## src/rtl/tensor_matmul_stream_engine.sv

```systemverilog
// tensor_matmul_stream_engine: streams A rows one element per cycle against a preloaded B matrix,
// emitting K_DIM accumulated dot products per row on a single-slot backpressured output.
module tensor_matmul_stream_engine #(
  parameter int DATA_W = 8,
  parameter int L_DIM = 4,
  parameter int K_DIM = 4,
  parameter bit SIGNED = 1'b1,
  parameter int ACC_W = 2*DATA_W+$clog2(L_DIM),
  parameter int ROWS_W = 16
) (
  input  logic                             clk,
  input  logic                             rst_n,
  input  logic                             b_wr_en,
  input  logic [$clog2(L_DIM*K_DIM)-1:0]   b_wr_addr,
  input  logic [DATA_W-1:0]                b_wr_data,
  output logic                             b_wr_err,
  input  logic                             start,
  input  logic [ROWS_W-1:0]                num_rows,
  output logic                             busy,
  output logic                             done,
  input  logic                             a_valid,
  input  logic [DATA_W-1:0]                a_data,
  output logic                             a_ready,
  output logic                             out_valid,
  output logic [K_DIM*ACC_W-1:0]           out_data,
  input  logic                             out_ready
);
  localparam int BA_W = $clog2(L_DIM*K_DIM);
  localparam int LC_W = $clog2(L_DIM);
  localparam int PW = 2*DATA_W;
  localparam int EW = ACC_W > PW ? ACC_W : PW;
  localparam logic [LC_W-1:0] LAST = LC_W'(L_DIM-1);
  typedef enum logic [1:0] {IDLE, RUN, DRAIN} state_t;
  state_t state_q, state_d;
  logic [ROWS_W-1:0] rows_q, rows_d;
  logic [LC_W-1:0] lcnt_q, lcnt_d;
  logic [DATA_W-1:0] b_q [L_DIM][K_DIM];
  logic [ACC_W-1:0] acc_q [K_DIM];
  logic [ACC_W-1:0] acc_d [K_DIM];
  logic [ACC_W-1:0] res_q [K_DIM];
  logic [ACC_W-1:0] res_d [K_DIM];
  logic [ACC_W-1:0] sum [K_DIM];
  logic out_valid_q, out_valid_d, done_q, done_d, err_q, err_d;
  logic go, a_hs, last, out_hs;
  assign go = start && state_q == IDLE;
  assign a_hs = a_valid && a_ready;
  assign last = a_hs && lcnt_q == LAST;
  assign out_hs = out_valid_q && out_ready;
  // Products are formed at full precision, extended per SIGNED, then wrapped to ACC_W.
  for (genvar k = 0; k < K_DIM; k++) begin : g_lane
    logic [PW-1:0] p;
    logic [EW-1:0] x;
    if (SIGNED) begin : g_s
      assign p = $signed(PW'($signed(a_data))) * $signed(PW'($signed(b_q[lcnt_q][k])));
      assign x = EW'($signed(p));
    end else begin : g_u
      assign p = PW'(a_data) * PW'(b_q[lcnt_q][k]);
      assign x = EW'(p);
    end
    assign sum[k] = (lcnt_q == '0 ? '0 : acc_q[k]) + x[ACC_W-1:0];
  end
  always_ff @(posedge clk) begin
    if (!rst_n) state_q <= IDLE;
    else state_q <= state_d;
  end
  always_comb begin
    state_d = state_q;
    case (state_q)
      IDLE: state_d = go && num_rows != '0 ? RUN : IDLE;
      RUN: state_d = last && rows_q == ROWS_W'(1) ? DRAIN : RUN;
      DRAIN: state_d = out_hs ? IDLE : DRAIN;
      default: state_d = IDLE;
    endcase
  end
  // The last element of a row stalls only while the previous result is still unconsumed.
  always_comb begin
    busy = state_q != IDLE;
    a_ready = state_q == RUN && !(lcnt_q == LAST && out_valid_q && !out_ready);
    out_valid = out_valid_q;
    done = done_q;
    b_wr_err = err_q;
    out_data = '0;
    for (int i = 0; i < K_DIM; i++) out_data[i*ACC_W +: ACC_W] = res_q[i];
  end
  always_comb begin
    rows_d = go ? num_rows : last ? rows_q - ROWS_W'(1) : rows_q;
    lcnt_d = go ? '0 : a_hs ? (lcnt_q == LAST ? '0 : lcnt_q + LC_W'(1)) : lcnt_q;
    out_valid_d = last || (out_valid_q && !out_ready);
    done_d = (go && num_rows == '0) || (state_q == DRAIN && out_hs);
    err_d = b_wr_en && state_q != IDLE;
    for (int i = 0; i < K_DIM; i++) begin
      acc_d[i] = a_hs ? sum[i] : acc_q[i];
      res_d[i] = last ? sum[i] : res_q[i];
    end
  end
  always_ff @(posedge clk) begin
    if (!rst_n) begin
      rows_q <= '0;
      lcnt_q <= '0;
      out_valid_q <= 1'b0;
      done_q <= 1'b0;
      err_q <= 1'b0;
      for (int i = 0; i < K_DIM; i++) begin
        acc_q[i] <= '0;
        res_q[i] <= '0;
      end
      for (int l = 0; l < L_DIM; l++)
        for (int i = 0; i < K_DIM; i++) b_q[l][i] <= '0;
    end else begin
      rows_q <= rows_d;
      lcnt_q <= lcnt_d;
      out_valid_q <= out_valid_d;
      done_q <= done_d;
      err_q <= err_d;
      for (int i = 0; i < K_DIM; i++) begin
        acc_q[i] <= acc_d[i];
        res_q[i] <= res_d[i];
      end
      for (int l = 0; l < L_DIM; l++)
        for (int i = 0; i < K_DIM; i++)
          if (b_wr_en && state_q == IDLE && b_wr_addr == BA_W'(l*K_DIM+i)) b_q[l][i] <= b_wr_data;
    end
  end
endmodule

```

## config.mk

```make
export PLATFORM = sky130hd
export DESIGN_NAME = tensor_matmul_stream_engine
export DESIGN_NICKNAME = d
export VERILOG_FILES = /design/src/rtl/tensor_matmul_stream_engine.sv
export SDC_FILE = /design/constraint.sdc
export NUM_CORES = 1
export LEC_CHECK = 0
export ABC_AREA = 1
export CAP_MARGIN = 20
export CORE_ASPECT_RATIO = 0.5
export CORE_MARGIN = 2
export CORE_UTILIZATION = 39
export DETAILED_ROUTE_END_ITERATION = 10
export PLACE_DENSITY = 0.58
export SLEW_MARGIN = 5
export SYNTH_ARGS = -nofsm -noshare
export SYNTH_HDL_FRONTEND = slang
export SYNTH_SLANG_ARGS = --single-unit
```

## constraint.sdc

```tcl
create_clock -name clk -period 7.8 [get_ports clk]
set_input_delay 1.56 -clock clk [delete_from_list [all_inputs] [get_ports clk]]
set_output_delay 1.56 -clock clk [all_outputs]
set_load 0.005 [all_outputs]
```

==> results of run 1 <==
-- logic make-up after synthesis --
kind of cell    after synthesis
buf+inv                     807
xor+xnor                    105
flops                       297
compound gates              448
simple gates               1248
fa+ha+maj                   408
-- critical path, delay by kind of cell --
kind	cells	cell delay, ns
buf+inv	8	1.52
xor+xnor	1	0.08
compound gates	4	0.97
simple gates	11	0.98
fa+ha+maj	6	2.63
-- power groups by stage --
stage	clock [mW]	combinational [mW]	sequential, mW
6_report	1.57	5.91	1.72
5_1_grt	1.66	6.69	1.73
4_1_cts	1.59	5.88	1.72
3_5_place_dp	0	5.80	1.76
3_3_place_gp	0	5.78	1.76
2_1_floorplan	0	4.17	1.75
-- stage by stage --
step	instances	hold slack, ns	setup slack, ns
after detailed placement	4293	0.4460	0.004432
after CTS	4347	0.4551	0.6174
after global routing	4348	0.4749	0.1115
final	4348	0.4551	0.5159
after global placement	4292	0.4399	0.07264
after floorplan	3313	0.4303	0.6621
-- synthesized netlist by cell type, types with 4 or more instances --
master,count
nor2_2,7
o21a_1,24
a21oi_1,171
nand3b_1,4
buf_2,18
xnor2_1,42
o21ai_0,117
xor2_1,62
nand3_2,9
a32o_1,8
a21boi_0,5
nand2_1,603
ha_1,184
inv_2,10
edfxtp_1,128
nand3_1,158
clkbuf_1,79
dfxtp_1,169
fa_1,224
clkinv_1,9
a31oi_1,24
o211ai_1,26
a21oi_2,4
nor4_1,5
o21ai_1,12
nand2_2,13
nand4_1,4
nor2_1,422
buf_1,6
inv_1,679
o21bai_1,26
nor3_1,11
a21o_1,14
-- state kept, by name (all words and copies together), names as in the netlist, named ones only --
register / count
b_q: 128
lcnt_q: 2
acc_q: 72
res_q: 72
out_valid: 1
rows_q: 16
done: 1
state_q: 2
b_wr_err: 1
-- area by class of cell --
type | count | area, µm² | share of cell area
tap | 884 | 1106 | 0.03773
clock buffer | 35 | 800.8 | 0.02731
inverter | 699 | 2633 | 0.08980
timing repair buffer | 205 | 1867 | 0.06368
sequential | 297 | 7228 | 0.2466
multi-input combinational | 2209 | 15450 | 0.5270
clock inverter | 19 | 234.0 | 0.007981
-- routing by layer --
metal	GRT usage	up-vias
met5	0	-
met4	0.02344	0
met3	0.03224	51
met2	0.3163	483
met1	0.3195	10050
li1	-	10530
-- worst max path at each step --
| stage | end | slack, ns | startpoint |
|---|---|---|---|
| after floorplan | res_q[0][17]$_SDFFE_PN0P_ | 0.66 | a_data[6] |
| after global placement | res_q[1][17]$_SDFFE_PN0P_ | 0.07 | a_data[7] |
| after detailed placement | acc_q[2][16]$_SDFFE_PN0P_ | 0.004 | a_data[2] |
| after CTS | acc_q[0][15]$_SDFFE_PN0P_ | 0.62 | a_data[7] |
| after global routing | res_q[3][17]$_SDFFE_PN0P_ | 0.11 | a_data[5] |
| final | acc_q[2][16]$_SDFFE_PN0P_ | 0.52 | a_data[2] |
==> flow_metrics.env, run 1 <==
export IMPL_die_area_mm2=0.06827
export IMPL_async_flop_share=0
export IMPL_hold_viol_final=0
export IMPL_cp_common_cell="nand2_1"
export IMPL_reg2reg_depth=36
export IMPL_grt_use_total=0.2086
export IMPL_drv_cap=0
export IMPL_pwr_share_comb=0.642
export IMPL_core_area_mm2=0.06516
export IMPL_synth_seq_cells=297
export IMPL_viasPerCell=4.857
export IMPL_vias=21120
export IMPL_dr_pass1_iters=5
export IMPL_top_layer="met4"
export IMPL_synthAdderAreaFrac=0.2634
export IMPL_fin_util=0.4500
export IMPL_slowest_delay_ns=0.68
export IMPL_ys_flop_type="dfxtp_1"
export IMPL_yosys_area_top_type="fa_1"
export IMPL_ir_worst_vdd_mv=0.1904
export IMPL_final_cell_mix="678 x inv_1, 603 x nand2_1, 422 x nor2_1"
export IMPL_io_buffer_count=118
export IMPL_synth_xor_area_share=0.03598
export IMPL_cp_required_ns=8.30
export IMPL_cpMaxStageDelayCell="clkdlybuf4s50_1"
export IMPL_grt_max_degree=101
export IMPL_min_path_cells=2
export IMPL_synthMuxAreaShare=0
export IMPL_drtIter0Drc=1628
export IMPL_wl_met3_mm=4.095
export IMPL_syn_inst=3313
export IMPL_setup_viol_count_final=0
export IMPL_p_int_mw=4.775
export IMPL_io_pins=119
export IMPL_cts_tree="yes"
export IMPL_grt_pass1_wl_mm=113.1
export IMPL_finalWirelength_mm=69.88
export IMPL_seqPwrFrac=0.187
export IMPL_period_minus_slack_ns=7.284
export IMPL_swShare=0.4810
export IMPL_postCtsHoldBufs=0
export IMPL_ant_nets=0
export IMPL_totalPowerFinal_mw=9.201
export IMPL_start_util=0.3955
export IMPL_rrSetupSlack_ns=0.59
export IMPL_syn_area_mm2=0.02577
export IMPL_layout_commonest_cell="inv_1"
export IMPL_grt_overflow=0
export IMPL_stdcell_area_mm2=0.02932
export IMPL_dp_hpwl_mm=54.29
export IMPL_num_rows=66
export IMPL_syn_area_per_cell_um2=7.778
export IMPL_worst_setup_path_type="in -> reg"
export IMPL_outcome="completed"
export IMPL_die_w_um=367.5
export IMPL_powerDensity_mw_per_mm2=313.8
export IMPL_maxSlewViolCount=0
export IMPL_wl_met1_mm=36.35
export IMPL_hold_end="acc_q[2][0]$_SDFFE_PN0P_"
export IMPL_root_buffer="clkbuf_16"
export IMPL_crit_path_end_kind="flop"
export IMPL_worst_slew_pin_slew_ns=1.025
export IMPL_synth_simple_gate_area_frac=0.1982
export IMPL_synth_nets=3763
export IMPL_antenna_found_initial=1
export IMPL_wl_per_cell_um=16.07
export IMPL_place_area_mm2=0.02828
export IMPL_cts_inserted_buffers=30
export IMPL_slew_headroom=0.3170
export IMPL_synthToLayoutAreaGrowth_pct=13.77
export IMPL_die_h_um=185.8
export IMPL_synth_area_leaders="fa_1 17%, edfxtp_1 15%, dfxtp_1 13%"
export IMPL_nFillCells=6529
export IMPL_cp_max_fo=5
export IMPL_synth_cell_types=54
export IMPL_setup_tns_ns=0
export IMPL_finClkSkew_ns=0.01612
export IMPL_clock_latency_ns=0.60
export IMPL_arrival_ns=7.78
export IMPL_post_cts_setup_buffers=0
export IMPL_place_congestion=0.9142
export IMPL_drive_gt1_frac=0.05745
export IMPL_p_leak_nw=14.59
export IMPL_post_cts_resized=0
export IMPL_wl_met2_mm=28.82
export IMPL_synth_warning_count=0
export IMPL_insertedDiodeCount=0
export IMPL_seq_area_frac_synth=0.2805
export IMPL_r2r_end="acc_q[0][15]$_SDFFE_PN0P_"
export IMPL_clkSlewWorstSetupHoldPaths_ns=0.07
export IMPL_htree_levels=1
export IMPL_synth_top_area_share=0.1740
export IMPL_synth_compound_area_share=0.1019
export IMPL_synth_top_family_by_area="adder cells"
export IMPL_max_freq_mhz=137.3
export IMPL_synth_edf_count=128
export IMPL_clock_path_buffers=3
export IMPL_hold_path_startpoint="acc_q[2][0]$_SDFFE_PN0P_"
export IMPL_rsz0062_at_grt="no"
export IMPL_p_sw_mw=4.426
export IMPL_finalCritPeriodShare=0.9339
export IMPL_drc=0
export IMPL_grt_pass1_vias=20550
export IMPL_crit_path_start_kind="input port"
export IMPL_final_net_count=3892
export IMPL_hold_class="reg -> reg"
export IMPL_clkPwrFrac=0.170
export IMPL_cts_sinks=297
Note: power is estimated with default switching activity, not from simulation.
==> run 2: changes to the inputs <==
==> constraint.sdc (replaced) <==
create_clock -name clk -period 7.8 [get_ports clk]
set_input_delay 1.17 -clock clk [delete_from_list [all_inputs] [get_ports clk]]
set_output_delay 1.17 -clock clk [all_outputs]
set_load 0.005 [all_outputs]
==> flow_metrics.env, run 2 (synthesis results as in run 1) <==
export IMPL_largest_registers="b_q (128), acc_q (72), res_q (72)"
export IMPL_wl_per_cell_um=16.34
export IMPL_ir_worst_vdd_mv=0.1780
export IMPL_cts_inserted_buffers=34
export IMPL_drv_cap=0
export IMPL_largest_reg_flops=128
export IMPL_cts_sinks=297
export IMPL_regMostFlops="b_q"
export IMPL_drc=0
export IMPL_clock_latency_ns=0.54
export IMPL_nFillCells=6571
export IMPL_htree_levels=2
export IMPL_setup_viol_count_final=0
export IMPL_finalCritPeriodShare=0.9307
export IMPL_grt_max_degree=73
export IMPL_vias=21180
export IMPL_cp_common_cell="nand2_1"
export IMPL_start_util=0.3955
export IMPL_core_area_mm2=0.06516
export IMPL_cp_required_ns=8.24
export IMPL_timing_hold_ws_ns=0.4524
export IMPL_arrival_ns=7.69
export IMPL_dr_pass1_iters=8
export IMPL_final_net_count=3865
export IMPL_slew_headroom=0.3314
export IMPL_worst_setup_path_type="reg -> reg"
export IMPL_finClkSkew_ns=0.01094
export IMPL_io_buffer_count=118
export IMPL_p_leak_nw=14.49
export IMPL_die_w_um=367.5
export IMPL_powerDensity_mw_per_mm2=313.3
export IMPL_die_area_mm2=0.06827
export IMPL_period_minus_slack_ns=7.259
export IMPL_root_buffer="clkbuf_16"
export IMPL_register_area_mm2=0.007228
export IMPL_rsz0062_at_grt="no"
export IMPL_grt_pass1_vias=20650
export IMPL_slowest_delay_ns=0.55
export IMPL_grt_use_total=0.2125
export IMPL_io_pins=119
export IMPL_grt_pass1_wl_mm=115.0
export IMPL_cp_max_fo=12
export IMPL_worst_slew_pin_slew_ns=0.9962
export IMPL_drtIter0Drc=1705
export IMPL_fin_util=0.4478
export IMPL_max_freq_mhz=137.8
export IMPL_multi_input_area_mm2=0.01545
export IMPL_crit_path_start_kind="flop"
export IMPL_die_h_um=185.8
export IMPL_ant_nets=0
export IMPL_drive_gt1_frac=0.04972
export IMPL_cts_tree="yes"
export IMPL_dp_hpwl_mm=54.93
export IMPL_stdcell_area_mm2=0.02917
export IMPL_num_rows=66
export IMPL_layout_commonest_cell="inv_1"
export IMPL_synthToLayoutAreaGrowth_pct=13.22
export IMPL_place_congestion=0.8926
export IMPL_crit_path_end_kind="flop"
export IMPL_insertedDiodeCount=0
export IMPL_cpMaxStageDelayCell="dfxtp_1"
export IMPL_clock_path_buffers=3
export IMPL_final_cell_mix="678 x inv_1, 603 x nand2_1, 422 x nor2_1"
export IMPL_outcome="completed"
export IMPL_setup_tns_ns=0
export IMPL_hold_class="reg -> reg"
export IMPL_place_area_mm2=0.02804
export IMPL_viasPerCell=4.900
export IMPL_antenna_found_initial=0
export IMPL_finalWirelength_mm=70.62
export IMPL_clkSlewWorstSetupHoldPaths_ns=0.06
export IMPL_grt_overflow=0
export IMPL_maxSlewViolCount=0
export IMPL_hold_viol_final=0
export IMPL_postCtsHoldBufs=0
run 2: cell count changes in the layout (fill, tap and decap cells not counted), moves of 3 or more:
cell / change
clkbuf_8: +3
clkbuf_1: +3
clkinv_2: -4
buf_4: -32
clkbuf_16: +4
run 2: where the power goes:
part | internal (mW) | switching (mW) | total [mW]
sequential | 1.70 | 0.0268 | 1.72
combinational | 1.99 | 3.76 | 5.76
clock | 0.968 | 0.691 | 1.66
total | 4.66 | 4.48 | 9.14
run 2: worst paths after layout:
kind	slack, ns	endpoint	depth (start not counted)	startpoint
max	0.54	res_q[0][17]$_SDFFE_PN0P_	38	flop
min reg2reg	0.45	acc_q[3][0]$_SDFFE_PN0P_	2	acc_q[3][0]$_SDFFE_PN0P_
max reg2reg	0.54	res_q[0][17]$_SDFFE_PN0P_	38	flop
min	0.45	acc_q[3][0]$_SDFFE_PN0P_	2	acc_q[3][0]$_SDFFE_PN0P_
run 2: area by class of cell:
| class | instances | share of cell area |
|---|---|---|
| clock buffer | 45 | 0.03268 |
| clock inverter | 15 | 0.005918 |
| inverter | 699 | 0.09023 |
| multi-input combinational | 2209 | 0.5296 |
| sequential | 297 | 0.2478 |
| tap | 884 | 0.03791 |
| timing repair buffer | 174 | 0.05592 |
run 2: metal layers:
metal	GRT usage	vias to the layer above	routed length, µm
met5	0	-	0
met4	0.03607	0	988
met3	0.02941	71	4059
met2	0.3217	502	29530
met1	0.3236	10120	36040
li1	-	10490	-
run 2: critical path: cells and delay by family, from the launching register on:
kind,cells,cell delay (ns)
AOI/OAI and AO/OA,9,1.78
and+or+nand+nor,15,1.14
DFF,1,0.55
xor gates and xnor gates,1,0.20
adders and majority gates,6,2.75
buffers and inverters,7,0.70
run 2: metrics by stage:
stage / setup slack [ns] / power, mW / std cells
2_1_floorplan: 1.052 / 5.925 / 3313
5_1_grt: 0.001452 / 9.974 / 4323
4_1_cts: 0.5488 / 9.113 / 4322
3_5_place_dp: 0.1948 / 7.379 / 4262
3_3_place_gp: 0.2579 / 7.344 / 4259
6_report: 0.5408 / 9.140 / 4323
run 2: what timing repair did:
action	in CTS	in global routing
gates resized for setup	0	1
setup buffers	0	0
setup endpoints to repair	0	3
==> run 3: changes to the inputs <==
--- a/config.mk
+++ b/config.mk
@@ -11,7 +11,9 @@
 export CORE_MARGIN = 2
 export CORE_UTILIZATION = 39
 export DETAILED_ROUTE_END_ITERATION = 10
+export GPL_ROUTABILITY_DRIVEN = 0
 export PLACE_DENSITY = 0.58
+export SETUP_SLACK_MARGIN = 0.1
 export SLEW_MARGIN = 5
 export SYNTH_ARGS = -nofsm -noshare
 export SYNTH_HDL_FRONTEND = slang
==> flow_metrics.env, run 3 (synthesis results as in run 1) <==
export IMPL_insertedDiodeCount=0
export IMPL_hold_viol_final=0
export IMPL_regMostFlops="b_q"
export IMPL_cp_required_ns=8.30
export IMPL_slowest_delay_ns=0.54
export IMPL_outcome="completed"
export IMPL_ir_worst_vdd_mv=0.1923
export IMPL_cp_max_fo=9
export IMPL_finClkSkew_ns=0.02787
export IMPL_register_area_mm2=0.007229
export IMPL_clock_latency_ns=0.61
export IMPL_cpMaxStageDelayCell="fa_1"
export IMPL_die_w_um=367.5
export IMPL_cts_tree="yes"
export IMPL_p_leak_nw=14.43
export IMPL_clkSlewWorstSetupHoldPaths_ns=0.06
export IMPL_place_area_mm2=0.02802
export IMPL_maxSlewViolCount=0
export IMPL_wl_per_cell_um=16.26
export IMPL_final_cell_mix="677 x inv_1, 603 x nand2_1, 422 x nor2_1"
export IMPL_multi_input_area_mm2=0.01545
export IMPL_setup_viol_count_final=0
export IMPL_postCtsHoldBufs=0
export IMPL_grt_overflow=0
export IMPL_viasPerCell=4.881
export IMPL_synthToLayoutAreaGrowth_pct=12.78
export IMPL_largest_registers="b_q (128), acc_q (72), res_q (72)"
export IMPL_finalCritPeriodShare=0.9150
export IMPL_layoutNonFillerInstCount=4321
export IMPL_htree_levels=1
export IMPL_die_h_um=185.8
export IMPL_period_minus_slack_ns=7.137
export IMPL_die_area_mm2=0.06827
export IMPL_max_freq_mhz=140.1
export IMPL_crit_path_end_kind="flop"
export IMPL_powerDensity_mw_per_mm2=307.2
export IMPL_drc=0
export IMPL_grt_max_degree=87
export IMPL_post_place_ws_ns=0.2303
export IMPL_cp_common_cell="nand2_1"
export IMPL_cts_inserted_buffers=30
export IMPL_arrival_ns=7.63
export IMPL_clock_path_buffers=3
export IMPL_drive_gt1_frac=0.05004
export IMPL_dr_pass1_iters=7
export IMPL_stdcell_area_mm2=0.02906
export IMPL_drv_cap=0
export IMPL_slew_headroom=0.3128
export IMPL_largest_reg_flops=128
export IMPL_num_rows=66
export IMPL_cts_sinks=297
export IMPL_ant_nets=0
export IMPL_grt_use_total=0.2108
export IMPL_vias=21090
export IMPL_io_buffer_count=118
export IMPL_dp_cells=4262
export IMPL_start_util=0.3955
export IMPL_layout_commonest_cell="inv_1"
export IMPL_worst_slew_pin_slew_ns=1.024
export IMPL_root_buffer="clkbuf_16"
export IMPL_setup_tns_ns=0
export IMPL_grt_pass1_wl_mm=113.8
export IMPL_rsz0062_at_grt="no"
export IMPL_hold_class="reg -> reg"
export IMPL_io_pins=119
export IMPL_grt_pass1_vias=20710
export IMPL_finalWirelength_mm=70.28
export IMPL_fin_util=0.4461
export IMPL_crit_path_start_kind="flop"
export IMPL_antenna_found_initial=1
export IMPL_nFillCells=6571
export IMPL_worst_setup_path_type="reg -> reg"
export IMPL_final_net_count=3864
export IMPL_fin_ws_ns=0.6632
export IMPL_core_area_mm2=0.06516
export IMPL_dp_hpwl_mm=54.06
export IMPL_drtIter0Drc=1571
[run 3: changes by cell type in the layout (fill, tap and decap cells not counted), sizes merged]
cell	delta
bufinv	-1
clkbuf	-4
inv	-5
buf	+3
clkinvlp	+2
clkinv	+3
[run 3: layout make-up]
type                            count  share of cell area
Clock buffer                       41             0.02975
Clock inverter                     14            0.004391
Inverter                          699             0.09080
Multi-Input combinational cell   2209              0.5317
Sequential cell                   297              0.2488
Tap cell                          884             0.03806
Timing Repair Buffer              177             0.05657
[run 3: report_power, final]
part | total [mW] | switching, mW | leakage [nW] | internal [mW]
logic | 5.70 | 3.71 | 11.2 | 1.99
clock network | 1.50 | 0.663 | 0.482 | 0.840
registers | 1.72 | 0.0270 | 2.71 | 1.70
total | 8.93 | 4.40 | 14.4 | 4.53
[run 3: per-stage QoR]
| step | hold WS, ns | total power [mW] |
|---|---|---|
| final | 0.4509 | 8.928 |
| after global routing | 0.4787 | 9.773 |
| after CTS | 0.4541 | 8.904 |
| after detailed placement | 0.4444 | 7.334 |
| after global placement | 0.4414 | 7.301 |
| after floorplan | 0.4303 | 5.925 |
[run 3: critical path: cells and delay by family (launching register included)]
family | cells | cell delay, ns
AO/OA/AOI/OAI | 8 | 1.60
XOR/XNOR | 1 | 0.24
adder cells (fa/ha/maj) | 6 | 2.73
buffers and inverters | 8 | 0.82
flip-flops | 1 | 0.46
AND/OR/NAND/NOR | 13 | 1.22
[run 3: worst paths after layout]
path	to	from	cells past startpoint	slack [ns]
worst max register to register	res_q[3][17]$_SDFFE_PN0P_	flop	36	0.66
worst min register to register	acc_q[3][0]$_SDFFE_PN0P_	acc_q[3][0]$_SDFFE_PN0P_	2	0.45
worst min-delay path	acc_q[3][0]$_SDFFE_PN0P_	acc_q[3][0]$_SDFFE_PN0P_	2	0.45
worst max-delay path	res_q[3][17]$_SDFFE_PN0P_	flop	36	0.66
[run 3: repair_timing]
action                                  4_1_cts  5_1_grt
gates resized for setup                       0       11
endpoints found under the setup margin        0       15
buffers inserted                              0        4
[run 3: layer usage]
| layer | up-vias | routed length [µm] | GRT usage |
|---|---|---|---|
| met5 | - | 0 | 0 |
| met4 | 0 | 970 | 0.03098 |
| met3 | 62 | 4657 | 0.03582 |
| met2 | 517 | 29640 | 0.3221 |
| met1 | 10040 | 35010 | 0.3164 |
| li1 | 10470 | - | - |
